--- src/rtl/addr_bus_pkg.sv ---
// addr_bus_pkg: shared FSM state type and default constants for the address bus arbiter.
package addr_bus_pkg;
    typedef enum logic [1:0] {IDLE, SETTLE, DRIVE} state_e;
    localparam int ADDR_BUS_WIDTH = 16;
    localparam int ADDR_BUS_SETTLE_CYCLES = 2;
endpackage

--- src/rtl/addr_bus_prio_enc.sv ---
// addr_bus_prio_enc: fixed-priority one-hot encoder (lowest index wins) with any/multiple request flags.
module addr_bus_prio_enc #(
    parameter int N = 5
) (
    input  logic [N-1:0] req_i,
    output logic [N-1:0] grant_o,
    output logic         any_o,
    output logic         multi_o
);
    // two's complement isolates the lowest set bit
    assign grant_o = req_i & (~req_i + N'(1));
    assign any_o   = |req_i;
    assign multi_o = |(req_i & ~grant_o);
endmodule

--- src/rtl/addr_bus_arbiter.sv ---
// addr_bus_arbiter: fixed-priority relay address bus arbiter with settle delay and release turnaround.
// Define ADDR_BUS_CONTENTION_EN to add the contention pulse and saturating contention counter.
module addr_bus_arbiter
    import addr_bus_pkg::*;
#(
    parameter int ADDR_WIDTH    = ADDR_BUS_WIDTH,
    parameter int N_SRC         = 5,
    parameter int SETTLE_CYCLES = ADDR_BUS_SETTLE_CYCLES
) (
    input  logic                              clk_i,
    input  logic                              rst_i,
    input  logic [N_SRC-1:0]                  src_req_i,
    input  logic [N_SRC-1:0][ADDR_WIDTH-1:0]  src_addr_i,
    output logic [N_SRC-1:0]                  src_grant_o,
    output logic [ADDR_WIDTH-1:0]             addr_out_o,
    output logic                              addr_valid_o,
    output logic                              bus_busy_o
`ifdef ADDR_BUS_CONTENTION_EN
    ,
    output logic                              contention_o,
    output logic [7:0]                        contention_cnt_o
`endif
);
    state_e                state_q, state_d;
    logic [3:0]            settle_cnt_q, settle_cnt_d;
    logic [N_SRC-1:0]      grant_q, grant_d, pick, sel;
    logic [ADDR_WIDTH-1:0] addr_q, addr_d, mux;
    logic                  any, multi;

    addr_bus_prio_enc #(.N(N_SRC)) u_enc (
        .req_i  (src_req_i),
        .grant_o(pick),
        .any_o  (any),
        .multi_o(multi)
    );

    always_ff @(posedge clk_i or posedge rst_i)
        if (rst_i) begin
            state_q      <= IDLE;
            settle_cnt_q <= '0;
            grant_q      <= '0;
            addr_q       <= '0;
        end else begin
            state_q      <= state_d;
            settle_cnt_q <= settle_cnt_d;
            grant_q      <= grant_d;
            addr_q       <= addr_d;
        end

    always_comb begin
        // only the owning source (or the one about to be granted) is muxed onto the bus
        sel = (state_q == IDLE) ? pick : grant_q;
        mux = '0;
        for (int i = 0; i < N_SRC; i++) mux |= sel[i] ? src_addr_i[i] : '0;
        state_d      = state_q;
        settle_cnt_d = settle_cnt_q;
        grant_d      = grant_q;
        addr_d       = mux;
        if (state_q == IDLE) begin
            grant_d      = pick;
            state_d      = !any ? IDLE : (SETTLE_CYCLES > 0) ? SETTLE : DRIVE;
            settle_cnt_d = any ? 4'(SETTLE_CYCLES) : '0;
        end else if (!(|(src_req_i & grant_q))) begin
            state_d      = IDLE;
            settle_cnt_d = '0;
            grant_d      = '0;
            addr_d       = '0;
        end else if (state_q == SETTLE) begin
            state_d      = (settle_cnt_q == 4'd1) ? DRIVE : SETTLE;
            settle_cnt_d = settle_cnt_q - 4'd1;
        end
    end

    always_comb begin
        src_grant_o  = grant_q;
        addr_out_o   = addr_q;
        addr_valid_o = state_q == DRIVE;
        bus_busy_o   = state_q != IDLE;
    end

`ifdef ADDR_BUS_CONTENTION_EN
    logic       contention_q, contention_d;
    logic [7:0] contention_cnt_q, contention_cnt_d;

    always_comb begin
        contention_d     = state_q == IDLE && multi;
        contention_cnt_d = contention_cnt_q + 8'((contention_d && contention_cnt_q != 8'hff) ? 1 : 0);
    end

    always_ff @(posedge clk_i or posedge rst_i)
        if (rst_i) begin
            contention_q     <= 1'b0;
            contention_cnt_q <= '0;
        end else begin
            contention_q     <= contention_d;
            contention_cnt_q <= contention_cnt_d;
        end

    assign contention_o     = contention_q;
    assign contention_cnt_o = contention_cnt_q;
`else
    logic unused_multi;
    assign unused_multi = multi;
`endif
endmodule

--- config.mk ---
export PLATFORM = sky130hd
export DESIGN_NAME = addr_bus_arbiter
export DESIGN_NICKNAME = d
export VERILOG_FILES = /design/src/rtl/addr_bus_pkg.sv /design/src/rtl/addr_bus_prio_enc.sv /design/src/rtl/addr_bus_arbiter.sv
export SDC_FILE = /design/constraint.sdc
export NUM_CORES = 1
export LEC_CHECK = 0
export ABC_CLOCK_PERIOD_IN_PS = 5100
export CAP_MARGIN = 20
export CELL_PAD_IN_SITES_DETAIL_PLACEMENT = 0
export CELL_PAD_IN_SITES_GLOBAL_PLACEMENT = 1
export CORE_MARGIN = 2
export CORE_UTILIZATION = 27
export CTS_BUF_LIST = sky130_fd_sc_hd__clkbuf_4
export CTS_CLUSTER_DIAMETER = 120
export CTS_CLUSTER_SIZE = 25
export DETAILED_ROUTE_END_ITERATION = 10
export PLACE_DENSITY = 0.87
export REMOVE_ABC_BUFFERS = 1
export SYNTH_ARGS = -nofsm -noshare
export SYNTH_HDL_FRONTEND = slang
export SYNTH_SLANG_ARGS = --single-unit
--- constraint.sdc ---
create_clock -name clk_i -period 5.1 [get_ports clk_i]
set_input_delay 0.765 -clock clk_i [delete_from_list [all_inputs] [get_ports clk_i]]
set_output_delay 0.765 -clock clk_i [all_outputs]
set_load 0.005 [all_outputs]
==> impl_results.md <==
- Main synth FF type: dfrtp_1
- Measured slew at the worst slew-check pin: 642 ps
- # IOs: 110
- Status: complete, no violations
- Share of layout cells above drive strength 1: 6.25%
- R2R Path End: addr_out_o[10]
- Largest net degree at the start of global routing: 28
- Crit start category: flop
- Pint: around 0.61 mW
- Clock Skew: approximately 3.4 ps
- Slew HR: between 50% and 60%
- Layout area overhead: 80.0%
- HPWL after DPL: 3900 um
- Critical R2R Launch: state_q[1]
- GRT Overall Usage: approximately 17%
- Met3 Wirelength: 464 um
- Slew Viols, Final: 0
- Via count: roughly 1600
- Switching Share: roughly 36%
- CTS tree: done
- Final wirelength: roughly 5000 um
- Clock power share: just over 10%
- DRT antenna net count: 0
- Seq/Total Area, Yosys: 45.5%
- Flop2flop setup slack: 3020 ps
- Sw Pwr: about 0.34 mW
- Total negative slack: 0 ps
- Reg area: about 680 um^2
- Final period util: about half
- Vias in the first global route: around 1700
- Fin. Hold Viols: 0
- Arr. time, crit path: 1840 ps
- Input/output buffers: about 110
- CTS HTree Levels: 1
- Fmax: approximately 380 MHz
- Worst slack at placement: 2150 ps
- RSZ-0062 raised after global routing: no
- Clock sinks: 27
- Dominant cell type by area after synthesis: dfrtp_1
- Synth unique cells: 33
- Hold Path Depth: 2
- Pwr/cell area: 358 nW/um^2
- Initial antenna violation count: 0
- Cell Area, Synth: 1490 um^2
- Setup Fix Bufs, Post-CTS: 0
- CP Class: reg2out
- Multi-input logic area: ~730 um^2
- Drc violations: 0
- Maximum root-to-sink buffer count: 2
- Layout net count: 330
- Maximum vdd drop: around 0.14 mV
- Die area: ~6000 um^2
- Starting density of the core: between 20% and 30%
- ANT cells: 0
- Largest cells by area after synthesis: dfrtp_1 (45%), a222oi_1 (11%), a22oi_1 (8.6%), a21oi_1 (6.7%), o2bb2ai_4 (1.9%)
- Top Metal Used: met4
- Reg power frac: 35.7%
- Syn Inst Count: around 130
- DIE WIDTH: just under 80 um
- Metal-1 WL: roughly 2000 um
- Post-CTS sizing: 0
- Clock root buffer: clkbuf_4
- Worst-path clk slew: 140 ps
- WL/cell: ~16 um
- Worst min path class: reg2reg
- Yosys reg bits: 27
- Syn_area_per_cell: 11.2 um^2
- Start point of the critical path: state_q[1]
- Placer Congestion: 0.800
- First-pass DRT Iterations: 5
- Overall power: 0.959 mW
- Total core area: about 5400 um^2
- YS warnings: 0
- Fillers: ~530
- WHS: roughly 570 ps
- Clock latency on the worst-skew pair: 320 ps
- Metal2 WL: 2550 um
- Vias per std cell: between 5 and 6
- R2R depth: 5
- Critical-path maximum fanout: 11
- Worst setup margin: between 2000 and 2500 ps
- First-pass GRT wire length: roughly 8000 um
- Asr flop ratio synth: 100%
- Final min period: 2610 ps
- Hold Path End: settle_cnt_q[3]
- Max Cap Viol: 0
- EDFF count, synth: 0
- Logic pwr share: a little over half
- Remaining Overflow, GRT: 0
- Cts bufs inserted: 3
- Final Setup Violations: 0
- Iter 0 DRT Violations: around 120
- Die height: 78.2 um
- Required @ worst endpoint: 4340 ps
- Crit. End Element: output port
- Min-delay src: settle_cnt_q[3]
- CTS Hold Bufs: 0
- Synth top area share: between 40 and 50%
- Row count: 27
- Leakage power: about 1.0 nW
worst max path at each step:
stage                           endpoint  cells after the start
after floorplan            addr_out_o[0]                      4
after global placement     addr_out_o[7]                      5
after detailed placement  addr_out_o[10]                      5
after CTS                   addr_valid_o                      3
after global routing       addr_out_o[2]                      5
final                       addr_valid_o                      3
flip-flops by register name, indices dropped and copies added, names as in the netlist:
signal and flops:
addr_out_o 16, state_q 2, settle_cnt_q 4, src_grant_o 5
area by class of cell:
type | count | area share (%)
repair buffers | 110 | 41.8
multi-input cells | 91 | 27.2
flip-flops and latches | 27 | 25.3
well taps | 72 | 3.37
inverters | 8 | 1.22
clock buffers | 4 | 1.12
power by group through the flow:
| stage | Combinational, mW | Sequential (mW) | Clock [mW] |
|---|---|---|---|
| 2_1_floorplan | 0.234 | 0.344 | 0 |
| 3_3_place_gp | 0.521 | 0.342 | 0 |
| 3_5_place_dp | 0.523 | 0.346 | 0 |
| 4_1_cts | 0.526 | 0.343 | 0.103 |
| 5_1_grt | 0.570 | 0.353 | 0.111 |
| 6_report | 0.520 | 0.342 | 0.0967 |
cells in the mapped netlist, types with 3 or more instances:
cell type  instances
a22o_1             3
dfrtp_1           27
buf_2              4
a21o_1             3
nor2_1             4
a22oi_1           17
a222oi_1          17
a21oi_1           20
inv_1              7
nand2_1            3
routing by layer:
layer	vias to the layer above	global-route usage, %
met5	-	0
met4	0	4.04
met3	6	5.29
met2	77	29.9
met1	766	18.8
li1	771	-
placed cells by master, fill, tap and decap left out, types with 2 or more instances in the layout:
| cell type | synthesis | final |
|---|---|---|
| inv_1 | 7 | 7 |
| a22o_1 | 3 | 3 |
| a32o_1 | 2 | 2 |
| a222oi_1 | 17 | 17 |
| a22oi_1 | 17 | 17 |
| clkbuf_4 | 0 | 4 |
| dfrtp_1 | 27 | 27 |
| nand2_1 | 3 | 3 |
| ha_1 | 2 | 2 |
| o2111ai_1 | 2 | 2 |
| nor2_1 | 4 | 4 |
| clkdlybuf4s50_1 | 0 | 109 |
| a21oi_1 | 20 | 20 |
| a21o_1 | 3 | 3 |
| a2111o_1 | 2 | 2 |
kinds of logic (layout without fill, tap and decap cells):
kind of cell / after synthesis / count (layout) / share of synthesized area (%)
buffers and inverters: 15 / 122 / 5.56
flip-flops: 27 / 27 / 45.5
XOR/XNOR: 1 / 1 / 0.590
AO/OA/AOI/OAI: 71 / 71 / 38.2
AND/OR/NAND/NOR: 16 / 16 / 7.50
multiplexers: 1 / 1 / 1.01
adder cells (fa/ha/maj): 2 / 2 / 1.68
stage by stage:
stage / cells / area (um^2) / utilization [%]
after CTS: 311 / 2650 / 49.0
final: 312 / 2670 / 49.5
after global routing: 312 / 2670 / 49.5
after floorplan: 126 / 1440 / -
after global placement: 307 / 2620 / 48.4
after detailed placement: 307 / 2620 / 48.4
worst max-delay path, cell delays in order (launching register included):
cell,delay [ps]
dfrtp_1,690
inv_1,190
nor2_1,130
clkdlybuf4s50_1,510
No activity file was read; power rests on OpenSTA's default activity.
